### config.mk
export PLATFORM = sky130hd
export DESIGN_NAME = pattern_detector_multi
export DESIGN_NICKNAME = d
export VERILOG_FILES = /design/src/rtl/pattern_pkg.sv /design/src/rtl/pattern_chan.sv /design/src/rtl/pattern_detector_multi.sv
export SDC_FILE = /design/constraint.sdc
export NUM_CORES = 1
export LEC_CHECK = 0
export CAP_MARGIN = 20
export CORE_MARGIN = 4
export CORE_UTILIZATION = 24
export CTS_CLUSTER_DIAMETER = 200
export DETAILED_ROUTE_END_ITERATION = 7
export HOLD_SLACK_MARGIN = 0.03
export PLACE_DENSITY_LB_ADDON = 0.2
export SETUP_SLACK_MARGIN = 0.5
export SLEW_MARGIN = 20
export SYNTH_ARGS = -nofsm -noshare
export SYNTH_HDL_FRONTEND = slang
export SYNTH_SLANG_ARGS = --single-unit
export TNS_END_PERCENT = 50
### constraint.sdc
create_clock -name clock -period 3.05 [get_ports clock]
set_input_delay 0.7625 -clock clock [delete_from_list [all_inputs] [get_ports clock]]
set_output_delay 0.7625 -clock clock [all_outputs]
set_load 0.02 [all_outputs]
### src/rtl/pattern_pkg.sv
// Shared definitions for the multi-channel serial pattern detector.
package pattern_pkg;

  localparam int PAT_W_MAX = 32;

  function automatic int fill_width(input int pat_w);
    return $clog2(pat_w + 1);
  endfunction

endpackage

### src/rtl/pattern_chan.sv
// One detector channel: shift history, fill tracking, match/prefix flags and a
// saturating match counter. All outputs decode from this channel's registers.
module pattern_chan
  import pattern_pkg::*;
#(
  parameter int PAT_W = 4,
  parameter int CNT_W = 8
) (
  input  logic             clock,
  input  logic             reset,
  input  logic             en,
  input  logic             a,
  input  logic             pat_wr,
  input  logic             clr_cnt,
  input  logic             overlap,
  input  logic [PAT_W-1:0] pattern,
  output logic             y,
  output logic             z,
  output logic             t,
  output logic [CNT_W-1:0] cnt
);

  localparam int FILL_W = fill_width(PAT_W);
  localparam logic [FILL_W-1:0] FULL    = FILL_W'(PAT_W);
  localparam logic [CNT_W-1:0]  CNT_MAX = '1;

  logic [PAT_W-1:0]  hist;
  logic [PAT_W-1:0]  hist_nxt;
  logic [FILL_W-1:0] fill;
  logic [FILL_W-1:0] fill_nxt;
  logic [FILL_W-1:0] fill_inc;
  logic              hit;
  logic              match_p1;
  logic              prefix;
  logic [PAT_W-1:0]  mask;

  function automatic logic [FILL_W-1:0] sat_fill(input logic [FILL_W-1:0] f);
    return (f == FULL) ? f : f + 1'b1;
  endfunction

  function automatic logic [CNT_W-1:0] sat_cnt(input logic [CNT_W-1:0] c);
    return (c == CNT_MAX) ? c : c + 1'b1;
  endfunction

  always_comb begin
    hist_nxt = hist;
    fill_nxt = fill;
    fill_inc = sat_fill(fill);
    hit      = 1'b0;
    if (pat_wr) begin
      hist_nxt = '0;
      fill_nxt = '0;
    end else if (en) begin
      hist_nxt = {hist[PAT_W-2:0], a};
      hit      = (fill_inc == FULL) && (hist_nxt == pattern);
      // Non-overlapping mode forgets the whole matched window.
      fill_nxt = (hit && !overlap) ? '0 : fill_inc;
    end
  end

  // Stage p1: registered history, fill, match pulse and counter
  always_ff @(posedge clock or negedge reset) begin
    if (!reset) begin
      hist     <= '0;
      fill     <= '0;
      match_p1 <= 1'b0;
      cnt      <= '0;
    end else begin
      hist     <= hist_nxt;
      fill     <= fill_nxt;
      match_p1 <= hit;
      if (clr_cnt)
        cnt <= hit ? CNT_W'(1) : '0;
      else if (hit)
        cnt <= sat_cnt(cnt);
    end
  end

  // Newest k history bits against the first k pattern bits, k limited by fill.
  always_comb begin
    prefix = 1'b0;
    mask   = '0;
    for (int k = 1; k < PAT_W; k++) begin
      mask = {PAT_W{1'b1}} >> (PAT_W - k);
      if ((FILL_W'(k) <= fill) && (((hist ^ (pattern >> (PAT_W - k))) & mask) == '0))
        prefix = 1'b1;
    end
  end

  assign y = match_p1;
  assign z = prefix && !match_p1;
  assign t = (cnt == CNT_MAX);

endmodule

### src/rtl/pattern_detector_multi.sv
// Multi-channel serial pattern detector: shared run-time loadable pattern
// register feeding one independent detector channel per serial input.
module pattern_detector_multi
  import pattern_pkg::*;
#(
  parameter int          CHANNELS = 2,
  parameter int          PAT_W    = 4,
  parameter int          CNT_W    = 8,
  parameter logic [31:0] PAT_INIT = 32'hB
) (
  input  logic                      clock,
  input  logic                      reset,
  input  logic                      en,
  input  logic [CHANNELS-1:0]       A,
  input  logic                      pat_wr,
  input  logic [PAT_W-1:0]          pat_in,
  input  logic                      overlap,
  input  logic                      clr_cnt,
  output logic [CHANNELS-1:0]       y,
  output logic [CHANNELS-1:0]       z,
  output logic [CHANNELS-1:0]       t,
  output logic [CHANNELS*CNT_W-1:0] cnt
);

  logic [PAT_W-1:0] pattern;

  always_ff @(posedge clock or negedge reset) begin
    if (!reset)
      pattern <= PAT_INIT[PAT_W-1:0];
    else if (pat_wr)
      pattern <= pat_in;
  end

  for (genvar c = 0; c < CHANNELS; c++) begin : g_chan
    pattern_chan #(
      .PAT_W (PAT_W),
      .CNT_W (CNT_W)
    ) u_chan (
      .clock   (clock),
      .reset   (reset),
      .en      (en),
      .a       (A[c]),
      .pat_wr  (pat_wr),
      .clr_cnt (clr_cnt),
      .overlap (overlap),
      .pattern (pattern),
      .y       (y[c]),
      .z       (z[c]),
      .t       (t[c]),
      .cnt     (cnt[c*CNT_W +: CNT_W])
    );
  end

endmodule
# After elaboration in Yosys (flattened, before gate mapping)
# Cells that the tools add are included.
# totals
ff_bits,34
out_inout_bits,22
elab_cells,91
# op_classes
addsub,4
n_bitwise,6
n_reduce_logical,26
eq_ne,10
magnitude_cmp,6
mux,30
# op_table
op,n
8-bit 2-to-1 mux,6
3-bit 2-to-1 mux,12
4-bit zero test,6
8-bit by 1-bit adder with 8-bit output (second input constant),2
8-bit == test (second input constant),2
3-bit == test (second input constant),4
2-bit by 3-bit <= comparator with 1-bit output (first input constant),4
1-bit logical AND,12
1-bit 2-to-1 mux,12
4-bit == test,2
3-bit by 1-bit adder with 3-bit output (second input constant),2
1-bit by 3-bit <= comparator with 1-bit output (first input constant),2
2-bit nonzero test,3
3-bit bitwise XOR,2
2-bit inequality test (second input constant),2
2-bit AND reduction,2
2-bit bitwise XOR,2
1-bit zero test,3
1-bit bitwise XOR,2

# Depth between registers and ports, before layout
# Gate-level depths: netlist of the first run.
# depth
ltp_word,8
depth_mapped,8

# Hierarchy
# From an unflattened synthesis of the first run, not the netlist that was laid out.
# unflattened
cells_unflattened,204
area_unflattened_um2,2038.2
# modules_own_cells
module,cells_per_inst,n_inst,area_per_inst_um2
pattern_chan at g_chan[1].u_chan,98,1,968.4
pattern_chan at g_chan[0].u_chan,98,1,920.9
pattern_detector_multi,8,1,148.9

# Least setup slack after synthesis of the first run
# OpenSTA, ideal clock, no wires.
# synth_path
path_kind,input -> register
start,in A[1]
end,reg g_chan[1].u_chan.cnt[7]
arrival_ps,2078
required_time_ps,2925
slack_ps,847
stages,5
path_cell_list,xor2_1 a311oi_2 nand4_1 nor4b_2 mux2_2
# synth_via
elab_chain_len,6
# synth_lines
item,line_no,text
"start, declared",pattern_detector_multi.sv:14,"input logic [CHANNELS-1:0] A,"
4-bit == test,pattern_chan.sv:55,hit = (fill_inc == FULL) && (hist_nxt == pattern);
1-bit logical AND,pattern_chan.sv:55,
1-bit 2-to-1 mux,pattern_chan.sv:53,end else if (en) begin
1-bit 2-to-1 mux,pattern_chan.sv:50,if (pat_wr) begin
2-bit nonzero test (no source line),--,
2-bit AND reduction (no source line),--,
"end signal, assigned",pattern_chan.sv:73,cnt <= hit ? CNT_W'(1) : '0;
"end signal, assigned",pattern_chan.sv:75,cnt <= sat_cnt(cnt);
"end, declared",pattern_chan.sv:20,output logic [CNT_W-1:0] cnt
# Every way passes these cells.
# A chain may end at the register's enable or synchronous reset.

# Worst setup path in the final report of the first run
# layout_path
start,reg pattern[3]
end,out z[0]
# layout_via
elab_chain_len,7
word_cells_on_any_way,13
# layout_lines
item,line_no,text
"start, declared",pattern_detector_multi.sv:25,logic [PAT_W-1:0] pattern;
"start signal, assigned",pattern_detector_multi.sv:29,pattern <= PAT_INIT[PAT_W-1:0];
"start signal, assigned",pattern_detector_multi.sv:31,pattern <= pat_in;
1-bit bitwise XOR,pattern_chan.sv:85,if ((FILL_W'(k) <= fill) && (((hist ^ (pattern >> (PAT_W - k))) & mask) == '0))
4-bit zero test,pattern_chan.sv:85,
1-bit logical AND,pattern_chan.sv:85,
1-bit 2-to-1 mux (2 in a row),pattern_chan.sv:85,
1-bit 2-to-1 mux *,pattern_chan.sv:85,
1-bit logical AND *,pattern_chan.sv:91,assign z = prefix && !match_p1;
"end, declared",pattern_detector_multi.sv:20,"output logic [CHANNELS-1:0] z,"
# Mark *: on every way between the ends. The rest lies on a longest branch, timed or not.

==> run_results.csv, run 1 <==
group,metric,value,unit
timing,rsz0062_at_grt,"true",
clock_tree,cts_buffers,5,
cells_and_area,syn_to_final_growth,27.0,%
cells_and_area,final_common_cell,"dfrtp_1",
run_status,status,"complete, no violations",
worst_setup_path,path_common_cell,"nor2_1",
cells_and_area,drive_gt1_share,17.9,%
route,drc,0,
timing,hold_ws,0.544,ns
timing,setup_violations,0,
cells_and_area,layout_common_cells,"dfrtp_1 (31), clkdlybuf4s50_1 (29), nor2_1 (23), buf_4 (14)",
power,power_frac_clock,34.2,%
die,coreArea,0.00834,sq mm
yosys,syn_nets,234,
power,combPwrFrac,17.4,%
timing,fin_crit,2.57,ns
route,routedWlPerCell,13.4,um
yosys,synth_edf_count,0,
worst_setup_path,reg2reg_depth,7,
timing,worstMarginPinSlew,0.444,ns
clock_tree,hold_buffers,0,
placement,io_buffers,33,
clock_tree,clock_latency,0.28,ns
die,ios,34,
die,row_count,33,
yosys,ys_warn_count,0,
worst_setup_path,path_max_fanout,4,
worst_setup_path,cpPeakStageDelay,0.59,ns
timing,hold_violations,0,
yosys,synth_area,0.00210,sq mm
grt,grt_start_max_net_pins,35,
placement,dp_slack,0.266,ns
worst_setup_path,r2r-start,"g_chan[1].u_chan.fill[0]",
power,internal_power,0.739,mW
worst_setup_path,cp.arrival,1.81,ns
yosys,synth_sequential_area_ratio,40.8,%
clock_tree,clock_sinks,34,
timing,fin_crit_sh,84.4,%
power,swShare,27.4,%
worst_setup_path,path_depth,7,
worst_setup_path,crit_chain,"buf_12 -> xor2_1 -> nor2_1 -> a221oi_1 -> o22a_1 -> nor2_1 -> buf_2",
die,initial_core_util,25.1,%
timing,max_freq,0.389,GHz
grt,grt-ovfl-total,0,
placement,post-dp-hpwl,3480,um
worst_setup_path,worst_path_max_delay_cell,"dfstp_2",
power,pwr-share-seq,48.4,%
die,fp.dieArea,0.0103,sq mm
grt,track_usage,9.81,%
route,vias,1659,
yosys,synth-main-ff-cell,"dfrtp_1",
timing,drv_slew,0,
power,switching_power,0.278,mW
yosys,synth_top_area_share,37.0,%
min_path,hold_path_depth,2,
cells_and_area,multiInputGateArea,0.00111,sq mm
timing,clock_skew,0.00810,ns
yosys,yosys.cell_types.count,50,
clock_tree,clk_pin_slew,0.07,ns
cells_and_area,nets,270,
cells_and_area,final_core_util,31.9,%
yosys,syn_avg_cell_area,9.80,sq um
route,routed_wl,4770,um
grt,grt_pass1_vias,1588,
route,via_per_inst,4.66,
grt,grt_pass1_wl,7950,um
flow_run,drv_cap,0,
cells_and_area,regArea,855,sq um
worst_setup_path,path_delay_family,"flip-flops",
worst_setup_path,required,2.29,ns
cells_and_area,num_antenna_cells,0,
power,ir_worst_vdd,0.133,mV
route,drt-pass1-iter-count,4,
worst_setup_path,crit_type,"reg -> out",
timing,slew_headroom,70.4,%
worst_setup_path,critPathLaunch,"pattern[3]",
clock_tree,cts_buffer_depth,2,
worst_setup_path,critPathCaptureType,"primary output",
die,die_y,101,um
worst_setup_path,crit_path_start_kind,"register",
power,cellPowerDensity,382,mW/mm^2
grt,antenna_found_initial,0,
clock_tree,cts_tree,"yes",
yosys,yosys.area.top_type,"dfrtp_1",
route,drtAntennaViolNets,0,
cells_and_area,nFillCells,875,
die,chipWidth,101,um
worst_setup_path,path_buf_inv,2,
yosys,syn_inst,214,
min_path,hold_path.class,"reg -> reg",
timing,setup_tns,0,ns
min_path,hold_path_startpoint,"g_chan[0].u_chan.hist[2]",
yosys,ys_ff_latch,34,
clock_tree,htree_levels,2,
placement,gp_congestion,0.744,
power,p_leak,1.18,nW
clock_tree,cts_root_buf,"clkbuf_8",
timing,worst_slack,0.477,ns
yosys,synthArstFlopShare,100,%
yosys,synth.area.top_cells,"dfrtp_1 (37%), xor2_1 (5.4%), ha_1 (4.8%)",
route,first_iter_violations,62,
-- synth_stat cells (2+ instances only) --
cell type  instances
ha_1               8
o22a_1             2
mux2i_1           10
buf_2              3
buf_4              6
nand3b_1           3
or4_1              3
nand2_1            8
xor2_1            13
nor2_1            24
a221oi_1           2
nor2b_1            2
a21oi_1           12
mux2_2             5
o21ai_0            8
or3_1              6
nand3_1           10
inv_1              9
nor3_1             4
nand4_1            3
buf_6              2
o31ai_1            3
buf_1              2
clkbuf_1           4
and3_1             3
xnor2_1            3
dfrtp_1           31
dfstp_2            3
-- metrics by stage --
| stage | instance area [sq um] | total power [mW] | std cells |
|---|---|---|---|
| 5_1_grt | 2660 | 1.08 | 356 |
| 6_report | 2660 | 1.02 | 356 |
| 4_1_cts | 2620 | 1.03 | 353 |
| 3_5_place_dp | 2510 | 0.666 | 343 |
| 2_1_floorplan | 2100 | 0.614 | 214 |
| 3_3_place_gp | 2510 | 0.665 | 343 |
-- area by class of cell --
| cell class | instances | area share, % |
|---|---|---|
| Clock buffer | 7 | 3.24 |
| Clock inverter | 1 | 0.188 |
| Inverter | 9 | 1.27 |
| Multi-Input combinational cell | 153 | 41.7 |
| Sequential cell | 34 | 32.1 |
| Tap cell | 105 | 4.93 |
| Timing Repair Buffer | 47 | 16.6 |
-- repair_timing --
action | in CTS | in global routing
setup buffers | 2 | 3
pin swaps | 1 | 4
setup endpoints to repair | 4 | 9
resized for setup | 6 | 9
gates cloned | 0 | 0
-- kinds of logic after synthesis --
kind of cell,count (synthesis),share of synthesized area [%]
flip-flops,34,40.8
XOR/XNOR,17,7.46
AND/OR/NAND/NOR,76,20.2
buffers and inverters,27,7.28
adder cells (fa/ha/maj),8,4.77
AO/OA/AOI/OAI,37,12.1
multiplexers,15,7.46
-- metal layers --
layer  vias up  GRT usage (%)  routed length (um)
met2        29           15.2                2270
li1        816              -                   -
met5         -              0                   0
met3         8           2.62                 174
met4         0           3.58                  80
met1       806           13.1                2250
-- state kept, by name, summed over array words and instances (netlist names) --
name                flops
pattern                 4
g_chan.u_chan.y         2
g_chan.u_chan.cnt      16
g_chan.u_chan.fill      6
g_chan.u_chan.hist      6
-- worst register-to-register path, delay by kind of cell, from the launching register on --
family | cells | cell delay (ns)
flops | 1 | 0.46
fa+ha+maj | 1 | 0.31
compound gates | 3 | 0.59
buf+inv | 1 | 0.12
simple gates | 2 | 0.81
-- power by group through the flow --
stage          logic (mW)  registers (mW)  clock network (mW)
3_3_place_gp        0.164           0.502                   0
4_1_cts             0.170           0.492               0.367
5_1_grt             0.197           0.495               0.384
2_1_floorplan       0.124           0.490                   0
3_5_place_dp        0.164           0.502                   0
6_report            0.177           0.492               0.348
-- worst paths after layout --
kind / slack [ns] / end
min in group asynchronous: 0.89 / g_chan[1].u_chan.fill[2]
setup reg to reg: 0.68 / g_chan[1].u_chan.cnt[5]
max in group asynchronous: 1.81 / pattern[3]
hold reg to reg: 0.54 / g_chan[0].u_chan.hist[2]
setup / recovery: 0.48 / z[0]
hold / removal: 0.54 / g_chan[0].u_chan.hist[2]
Note: power is estimated with default switching activity, not from simulation.
==> run 2: changes to the inputs <==
Clock period 3.05 ns to 2.4 ns, I/O delays scaled along.
==> run 2 against run 1 <==
Routed wire length up 13%. Clock power up 30%. Worst setup slack worse by 0.42 ns. Register-to-register slack worse by 0.37 ns. Flip-flop and latch count unchanged. Non-clock buffer count up 31. Die area unchanged. Via count up 8.0%. Clock-buffer cell count unchanged. Largest power group unchanged.
==> run_results.csv, run 2 (synthesis results as in run 1) <==
group,metric,value,unit
power,p_leak,1.67,nW
grt,antenna_found_initial,0,
clock_tree,clk_pin_slew,0.07,ns
timing,max_freq,0.426,GHz
clock_tree,cts_buffer_depth,2,
route,routed_wl,5380,um
clock_tree,cts_root_buf,"clkbuf_8",
die,fp.dieArea,0.0103,sq mm
cells_and_area,largest-register,"g_chan.u_chan.cnt",
timing,clock_skew,0.00465,ns
clock_tree,clock_latency,0.28,ns
die,coreArea,0.00834,sq mm
cells_and_area,reg_top3,"g_chan.u_chan.cnt: 16 flops, g_chan.u_chan.fill: 6 flops, g_chan.u_chan.hist: 6 flops",
worst_setup_path,required,1.80,ns
route,via_per_inst,4.63,
cells_and_area,drive_gt1_share,41.1,%
timing,worstMarginPinSlew,0.466,ns
cells_and_area,layout_common_cells,"buf_4 (37), dfrtp_1 (27), nor2_1 (20), dlymetal6s2s_1 (18), buf_6 (11)",
worst_setup_path,reg2reg_depth,7,
timing,rsz0062_at_grt,"true",
worst_setup_path,crit_chain,"buf_6 -> xor2_2 -> nor2_2 -> a221oi_2 -> o22a_1 -> nor2_1 -> buf_2",
route,drc,0,
die,chipWidth,101,um
cells_and_area,nets,301,
timing,hold_violations,0,
timing,setup_violations,0,
clock_tree,htree_levels,2,
cells_and_area,num_antenna_cells,0,
die,ios,34,
clock_tree,cts_tree,"yes",
clock_tree,hold_buffers,0,
cells_and_area,nFillCells,847,
worst_setup_path,crit_path_start_kind,"register",
cells_and_area,final_common_cell,"buf_4",
worst_setup_path,path_max_fanout,4,
grt,grt_pass1_vias,1894,
run_status,status,"complete, no violations",
cells_and_area,fin_cells,387,
clock_tree,clock_sinks,34,
timing,drv_slew,0,
min_path,hold_path_depth,2,
worst_setup_path,cp.arrival,1.75,ns
timing,slew_headroom,68.9,%
cells_and_area,regArea,860,sq um
placement,post-dp-hpwl,3670,um
min_path,min_to,"g_chan[0].u_chan.hist[2]",
placement,dp.cells,365,
flow_run,drv_cap,0,
worst_setup_path,worst_path_max_delay_cell,"dfstp_2",
placement,gp_congestion,0.737,
clock_tree,cts_buffers,5,
cells_and_area,syn_to_final_growth,51.2,%
timing,fin_crit,2.35,ns
grt,grt_pass1_wl,9150,um
cells_and_area,largest_register_ffs,16,
grt,grt-ovfl-total,0,
min_path,hold_path.class,"reg -> reg",
route,routedWlPerCell,13.9,um
route,first_iter_violations,41,
worst_setup_path,r2r_setup_slack,0.31,ns
die,initial_core_util,25.1,%
worst_setup_path,cpPeakStageDelay,0.58,ns
worst_setup_path,crit_type,"reg -> out",
worst_setup_path,critPathCaptureType,"primary output",
die,row_count,33,
worst_setup_path,timing.rr.end,"g_chan[1].u_chan.cnt[7]",
worst_setup_path,r2r-start,"g_chan[1].u_chan.fill[1]",
cells_and_area,multiInputGateArea,0.00132,sq mm
route,vias,1791,
grt,track_usage,11.1,%
grt,grt_start_max_net_pins,35,
timing,fin_crit_sh,97.8,%
route,drt-pass1-iter-count,4,
power,ir_worst_vdd,0.193,mV
die,die_y,101,um
route,drtAntennaViolNets,0,
placement,io_buffers,33,
min_path,hold_path_startpoint,"g_chan[0].u_chan.hist[2]",
power,cellPowerDensity,431,mW/mm^2
cells_and_area,final_core_util,38.0,%
[run 2: worst max-delay path, delay by kind of cell, from the launching register on]
kind                   cells  cell delay [ns]
XOR/XNOR                   1             0.15
AND/OR/NAND/NOR            2             0.11
buffers and inverters      2             0.27
flip-flops                 1             0.58
AO/OA/AOI/OAI              2             0.37
[run 2: worst max path at each step]
stage	startpoint	to
floorplan	g_chan[1].u_chan.fill[0]	g_chan[1].u_chan.cnt[7]
global placement	pat_wr	g_chan[0].u_chan.cnt[3]
detailed placement	pat_wr	g_chan[0].u_chan.cnt[4]
CTS	pattern[3]	z[0]
global route	pattern[3]	z[1]
finish	pattern[3]	z[0]
[run 2: metrics by stage]
| stage | setup WS (ns) | power (mW) | TNS [ns] | hold WS (ns) | area (sq um) |
|---|---|---|---|---|---|
| finish | 0.0523 | 1.37 | 0 | 0.543 | 3170 |
| floorplan | 0.297 | 0.785 | 0 | 0.304 | 2110 |
| CTS | 0.0500 | 1.35 | 0 | 0.551 | 2980 |
| global placement | -0.0668 | 0.871 | -0.419 | 0.533 | 2690 |
| detailed placement | -0.101 | 0.871 | -0.655 | 0.531 | 2690 |
| global route | -0.0677 | 1.44 | -0.108 | 0.584 | 3170 |
[run 2: layout make-up]
class | instances | area share [%]
Sequential cell | 34 | 27.1
Timing Repair Buffer | 78 | 23.3
Clock inverter | 1 | 0.158
Inverter | 9 | 1.07
Multi-Input combinational cell | 153 | 41.5
Tap cell | 105 | 4.14
Clock buffer | 7 | 2.72
[run 2: repair_timing]
action                     4_1_cts  5_1_grt
setup endpoints to repair       36       37
cloned                           0        0
setup buffers                   11        3
pin swaps                       25       17
resized for setup               52       52
[run 2: layer usage]
metal,vias to the layer above,part of all wire [%],global-route usage (%)
met4,0,0.30,2.15
met3,2,4.5,2.96
met2,31,45,17.2
met1,877,50,15.5
met5,-,0,0
li1,881,-,-
[run 2: power by group]
| group | switching, mW | total, mW | internal (mW) | leakage [nW] |
|---|---|---|---|---|
| clock network | 0.220 | 0.452 | 0.232 | 0.0482 |
| logic | 0.143 | 0.293 | 0.150 | 1.17 |
| registers | 0.0255 | 0.621 | 0.595 | 0.452 |
| total | 0.389 | 1.37 | 0.977 | 1.67 |
